$ cat src/rtl/serial_receiver.sv
// -----------------------------------------------------------------------------
// serial_receiver
//   8N1 UART-style receiver, LSB first, oversampled at 4 clocks per bit.
//   The line is synchronised through two flops, then a single FSM walks
//   START, BIT0..BIT7 and STOP, sampling each bit at phase 1 of its 4-clock
//   window. A low stop bit reports a framing error and parks the FSM in
//   BREAK until the line returns high, so a stuck-low line yields one error.
//
// Ports
//   clk_x4   in   1  clock, 4x the bit rate
//   rst      in   1  synchronous active-high reset
//   i_rx     in   1  asynchronous serial line, idle high
//   o_data   out  8  last correctly framed byte, held until the next good frame
//   o_valid  out  1  one-cycle pulse, o_data updated in the same cycle
//   o_error  out  1  one-cycle pulse on a framing error
//   o_busy   out  1  high whenever the FSM is not IDLE
// -----------------------------------------------------------------------------
module serial_receiver (
  input  logic       clk_x4,
  input  logic       rst,
  input  logic       i_rx,
  output logic [7:0] o_data,
  output logic       o_valid,
  output logic       o_error,
  output logic       o_busy
);

  typedef enum logic [3:0] {
    IDLE  = 4'd0,
    START = 4'd1,
    BIT0  = 4'd2,
    BIT1  = 4'd3,
    BIT2  = 4'd4,
    BIT3  = 4'd5,
    BIT4  = 4'd6,
    BIT5  = 4'd7,
    BIT6  = 4'd8,
    BIT7  = 4'd9,
    STOP  = 4'd10,
    BREAK = 4'd11
  } state_e;

  logic       sync1_q;
  logic       sync2_q;
  logic       w_rx;
  state_e     state_q;
  logic [1:0] phase_q;
  logic [7:0] shift_q;
  logic [7:0] data_q;
  logic       valid_q;
  logic       error_q;

  // Shift-register position for the bit state currently being received.
  function automatic logic [2:0] bit_index(input state_e s);
    case (s)
      BIT0:    bit_index = 3'd0;
      BIT1:    bit_index = 3'd1;
      BIT2:    bit_index = 3'd2;
      BIT3:    bit_index = 3'd3;
      BIT4:    bit_index = 3'd4;
      BIT5:    bit_index = 3'd5;
      BIT6:    bit_index = 3'd6;
      BIT7:    bit_index = 3'd7;
      default: bit_index = 3'd0;
    endcase
  endfunction

  // Successor of a bit state; BIT7 hands over to STOP.
  function automatic state_e next_bit(input state_e s);
    case (s)
      BIT0:    next_bit = BIT1;
      BIT1:    next_bit = BIT2;
      BIT2:    next_bit = BIT3;
      BIT3:    next_bit = BIT4;
      BIT4:    next_bit = BIT5;
      BIT5:    next_bit = BIT6;
      BIT6:    next_bit = BIT7;
      BIT7:    next_bit = STOP;
      default: next_bit = IDLE;
    endcase
  endfunction

  // Two-flop synchroniser; resets to the idle (high) line level.
  always_ff @(posedge clk_x4) begin
    if (rst) begin
      sync1_q <= 1'b1;
      sync2_q <= 1'b1;
    end else begin
      sync1_q <= i_rx;
      sync2_q <= sync1_q;
    end
  end

  assign w_rx = sync2_q;

  // Receive FSM with phase counter, shift register and registered pulses.
  always_ff @(posedge clk_x4) begin
    if (rst) begin
      state_q <= IDLE;
      phase_q <= 2'd0;
      shift_q <= 8'h00;
      data_q  <= 8'h00;
      valid_q <= 1'b0;
      error_q <= 1'b0;
    end else begin
      valid_q <= 1'b0;
      error_q <= 1'b0;
      case (state_q)
        IDLE: begin
          phase_q <= 2'd0;
          if (!w_rx) begin
            state_q <= START;
          end else begin
            state_q <= IDLE;
          end
        end
        START: begin
          // A start bit already high again at its mid-point is a glitch.
          if (phase_q == 2'd1 && w_rx) begin
            state_q <= IDLE;
            phase_q <= 2'd0;
          end else if (phase_q == 2'd3) begin
            state_q <= BIT0;
            phase_q <= 2'd0;
          end else begin
            phase_q <= phase_q + 2'd1;
          end
        end
        BIT0, BIT1, BIT2, BIT3, BIT4, BIT5, BIT6, BIT7: begin
          phase_q <= phase_q + 2'd1;
          if (phase_q == 2'd1) begin
            shift_q[bit_index(state_q)] <= w_rx;
          end
          if (phase_q == 2'd3) begin
            state_q <= next_bit(state_q);
          end
        end
        STOP: begin
          // Decide at the stop-bit sample so a back-to-back start is not missed.
          if (phase_q == 2'd1) begin
            phase_q <= 2'd0;
            if (w_rx) begin
              data_q  <= shift_q;
              valid_q <= 1'b1;
              state_q <= IDLE;
            end else begin
              error_q <= 1'b1;
              state_q <= BREAK;
            end
          end else begin
            phase_q <= phase_q + 2'd1;
          end
        end
        BREAK: begin
          phase_q <= 2'd0;
          if (w_rx) begin
            state_q <= IDLE;
          end else begin
            state_q <= BREAK;
          end
        end
        default: begin
          state_q <= IDLE;
          phase_q <= 2'd0;
        end
      endcase
    end
  end

  assign o_data  = data_q;
  assign o_valid = valid_q;
  assign o_error = error_q;
  assign o_busy  = (state_q != IDLE);

endmodule
$ cat config.mk
export PLATFORM = sky130hd
export DESIGN_NAME = serial_receiver
export DESIGN_NICKNAME = d
export VERILOG_FILES = /design/src/rtl/serial_receiver.sv
export SDC_FILE = /design/constraint.sdc
export NUM_CORES = 1
export LEC_CHECK = 0
export CAP_MARGIN = 15
export CORE_MARGIN = 3
export CORE_UTILIZATION = 60
export CTS_BUF_LIST = sky130_fd_sc_hd__clkbuf_4 sky130_fd_sc_hd__clkbuf_8 sky130_fd_sc_hd__clkbuf_16
export DETAILED_ROUTE_END_ITERATION = 7
export HOLD_SLACK_MARGIN = 0.05
export MAX_ROUTING_LAYER = met4
export PLACE_DENSITY = 0.9
export REMOVE_ABC_BUFFERS = 1
export SLEW_MARGIN = 20
export SYNTH_ARGS = -nofsm -noshare
export SYNTH_HDL_FRONTEND = slang
export SYNTH_SLANG_ARGS = --single-unit
$ cat constraint.sdc
create_clock -name clk_x4 -period 3.5 [get_ports clk_x4]
set_input_delay 0.35 -clock clk_x4 [delete_from_list [all_inputs] [get_ports clk_x4]]
set_output_delay 0.35 -clock clk_x4 [all_outputs]
set_load 0.05 [all_outputs]
**Word-level counts from Yosys, hierarchy flattened**

Memories as Yosys holds them, arrays and structs flattened. A register that Yosys moved wholly into a read port is not among the register bits.
Cells that the tools add are included.

- $add $sub $neg: 1
- Magnitude comparators: 2
- Equal/unequal tests: 16
- Mux-type cells: 23
- Bitwise gates (word level): 2
- Reductions and logical operators: 9

Operators with widths:

| operator | count |
|---|---|
| $mux W4 | 9 |
| $pmux W4 S5 | 1 |
| $eq A4 B3 Y1 const B | 4 |
| $eq A4 B4 Y1 const B | 4 |
| $mux W3 | 3 |
| $bwmux W8 | 1 |
| $eq A4 B2 Y1 const B | 2 |
| $reduce_or A8 Y1 | 1 |
| $mux W2 | 3 |
| $pmux W2 S3 | 1 |
| $reduce_and A3 Y1 | 2 |
| $eq A4 B1 Y1 const B | 1 |
| $logic_not A4 Y1 | 1 |
| $lt A3 B4 Y1 const B | 1 |
| $mux W1 | 4 |
| $ne A2 B2 Y1 const B | 2 |
| $reduce_bool A4 Y1 | 1 |
| $demux W1 S3 | 1 |
| $ge A3 B1 Y1 const B | 1 |
| $ne A3 B3 Y1 const B | 1 |
| $reduce_or A3 Y1 | 1 |
| $add A2 B1 Y2 const B | 1 |
| $eq A2 B1 Y1 const B | 1 |
| $eq A2 B2 Y1 const B | 1 |
| 3 further kinds | 5 |

- Flip-flop bits (word level): 26
- Memory bits (read-only): 112
- Bits of input ports: 3
- Output and inout port bits: 11
- Word-level logic and storage cells: 63
- Memories kept: 2

Memories:

| memory | words | bits a word | rd ports | clocked after Yosys merged registers in | wr ports | line | source |
|---|---|---|---|---|---|---|---|
| (no name shown) | 16 | 4 | 1 | 1 | 0 | 70 | `case (s)` |
| (no name shown) | 16 | 3 | 1 | 1 | 0 | 55 | `case (s)` |

**Longest topological paths before layout**

- Depth in word-level cells: 9
- Mapped depth: 11
- Depth with buffers taken out: 11

**Least setup slack after synthesis**

No wires, ideal clock.

- Path kind: reg2reg
- Start: reg phase_q[1]
- End: reg (tool-made name)
- Library setup time: 0.124 ns
- Data arrival time: 2.099 ns
- Data required time: 3.376 ns
- Setup slack: 1.277 ns
- Cell stages (with the launch flop): 12
- Buffers on the path: 0
- Clock period less this slack: 2.223 ns
- Cells stage by stage: dfxtp_1 > inv_1 > ha_1 > o2111a_1 > a221oi_1 > nor2_1 > nor4_4 > inv_1 > ha_1 > inv_1 > mux2i_1 > o21ai_0

RTL lines:

| element | line | source |
|---|---|---|
| start, declared | 47 | `logic [1:0] phase_q;` |
| start signal, assigned | 126 | `phase_q <= phase_q + 2'd1;` |
| start signal, assigned | 130 | `phase_q <= phase_q + 2'd1;` |
| start signal, assigned | 151 | `phase_q <= phase_q + 2'd1;` |

==> flow_summary.toml <==
[outcome]
status = "finished clean"

[min_path]
hold_path.class = "flip-flop to flip-flop"

[die]
dieWidth_um = 57.1
die_area_mm2 = 0.00326
core-area_mm2 = 0.00234
rows = 17
pin_count = 14
initial_core_util_pct = 66.8
die_y_um = 57.1

[job]
cap_violations = 0

[placed_design]
io_buffers = 13
post-dp-hpwl_mm = 2.21
place_congestion = 0.908

[synthesis]
async_reset_ff_share_pct = 0
synth_top_flop_cell = "dfxtp_1"
ys_ff_latch = 33
ys_types = 39
synth.largest_area_cell = "dfxtp_1"
synth.area.top_cells = "dfxtp_1 (42%), mux2i_1 (10%), ha_1 (5.6%)"
ys_seq_area_share_pct = 42.2
yosysWarningCount = 0
synth_edf_count = 0
yosysTopAreaCellShare_pct = 42.2
syn_area_mm2 = 0.00156
syn_avg_cell_area_um2 = 9.20
synthCells = 170

[global_routing]
antenna_found_initial = 0
grt_overflow = 0
grt_max_degree = 25
grt.total_usage_pct = 21.3
grt_pass1_vias = 1173
grt_first_pass_wirelength_mm = 5.20

[sta]
timing.final.crit_share_pct = 74.4
slew_headroom_pct = 47.7
setup_violations = 0
grt_setup_unrepaired = "false"
skew_ns = 0.00931
hold_viol = 0
worstMarginPinSlew_ns = 0.779
fmax_mhz = 384
drv_slew = 0
setup_tns_ns = 0
min_period_ns = 2.60

[worst_setup_path]
cp-start-kind = "flip-flop"
cp_num_buf_inv = 3
path_common_cell = "inv_1"
path_class = "flip-flop to flip-flop"
crit_fanout = 8
cpMaxStageDelayCell = "dfxtp_1"
arrival_ns = 2.81
slowest_delay_ns = 0.38
cpLargestDelayFamily = "compound AO/OA/AOI/OAI gates"
required_ns = 3.70
cp-end-kind = "flip-flop"
crit_path_cell_trace = "inv_1 > ha_1 > o2111a_1 > a221oi_1 > nor2_1 > nor4_4 > inv_1 > ha_1 > inv_1 > mux2i_1 > o21ai_0"

[finish]
area_growth_syn_to_layout_pct = 13.0
post-route-util_pct = 75.5
final_cell_mix = "dfxtp_1 (33), nor2_1 (20), mux2i_1 (16), clkdlybuf4s50_1 (13), a21oi_1 (10)"
final_nets = 192
drive_above_1_share_pct = 8.74
final_common_cell = "dfxtp_1"
num_antenna_cells = 0

[clock_tree]
clk_pin_slew_ns = 0.09
cts_inserted_buffers = 5
cts_tree = "done"
clock_sinks = 33
cts_buffer_depth = 2
clk_latency_ns = 0.33
hold_buffers = 0
cts_resized = 0
root_buffer = "clkbuf_4"
h-tree-depth = 2
cts_setup_buffers = 0

[detailed_routing]
drt_iter0_drc = 51
avgViaCountPerCell = 6.02
drt-total-wl_mm = 3.06
ant_nets = 0
vias = 1270
firstDrtPassIters = 4
drt-wirelength-per-cell_um = 14.5
drc = 0

[power_and_ir_drop]
power_density_mw_per_mm2 = 359
irDropWorstVdd_v = 0.000328
p_leak_nw = 0.617
==> synthesized netlist by cell type (2+ instances only) <==
| library cell | count |
|---|---|
| a21oi_1 | 10 |
| a31o_1 | 2 |
| buf_2 | 5 |
| clkbuf_1 | 4 |
| dfxtp_1 | 33 |
| ha_1 | 7 |
| inv_1 | 9 |
| mux2i_1 | 16 |
| nand2_1 | 9 |
| nand2b_1 | 3 |
| nand3_1 | 3 |
| nand3b_1 | 2 |
| nand4_1 | 3 |
| nor2_1 | 20 |
| nor3_1 | 7 |
| nor3b_1 | 4 |
| nor4_1 | 2 |
| nor4_4 | 2 |
| o211ai_1 | 2 |
| o21a_1 | 2 |
| o21ai_0 | 6 |
| or2_2 | 2 |
==> metrics by stage <==
stage	instance area (µm²)	power, mW	worst slack (ns)	std cells	hold slack [ns]
6_report	1770	0.634	0.896	211	0.433
5_1_grt	1770	0.656	0.717	211	0.455
3_5_place_dp	1700	0.405	0.931	203	0.408
2_1_floorplan	1520	0.395	1.27	161	0.389
4_1_cts	1770	0.638	0.904	211	0.438
3_3_place_gp	1700	0.405	1.09	203	0.395
==> per-layer routing <==
| layer | GRT usage, % | vias to the layer above | wire length, µm | share of wire (%) |
|---|---|---|---|---|
| met2 | 33.9 | 35 | 1530 | 50 |
| li1 | - | 631 | - | - |
| met1 | 24.7 | 598 | 1320 | 43 |
| met5 | - | - | 0 | 0 |
| met3 | 6.33 | 6 | 165 | 5.4 |
| met4 | 9.93 | 0 | 52 | 1.7 |
==> final timing paths <==
check	endpoint	startpoint	slack, ns	cells after the start
min reg2reg	sync2_q$_SDFF_PP1_	sync1_q$_SDFF_PP1_	0.43	1
min	sync2_q$_SDFF_PP1_	sync1_q$_SDFF_PP1_	0.43	1
max	flip-flop	phase_q[1]$_SDFF_PP0_	0.90	11
max reg2reg	flip-flop	phase_q[1]$_SDFF_PP0_	0.90	11
==> area by class of cell <==
type | instances | area [µm²]
multi-input cells | 119 | 830
flip-flops and latches | 33 | 661
fillers | 186 | 573
repair buffers | 14 | 138
clock buffers | 7 | 65.1
well taps | 28 | 35.0
inverters | 9 | 33.8
clock inverters | 1 | 5.00
==> logic make-up after synthesis <==
logic type               count (synthesis)  share of synthesized area, %
AO/OA/AOI/OAI                           32                          13.8
adder cells (fa/ha/maj)                  8                          6.24
buffers and inverters                   18                          4.72
flip-flops                              33                          42.2
multiplexers                            16                          10.2
AND/OR/NAND/NOR                         63                          22.8
==> power breakdown <==
group | total, mW | internal (mW) | switching (mW)
clock | 0.237 | 0.116 | 0.121
sequential | 0.379 | 0.377 | 0.00285
combinational | 0.0173 | 0.00717 | 0.0102
(Power assumes the default switching activity.)
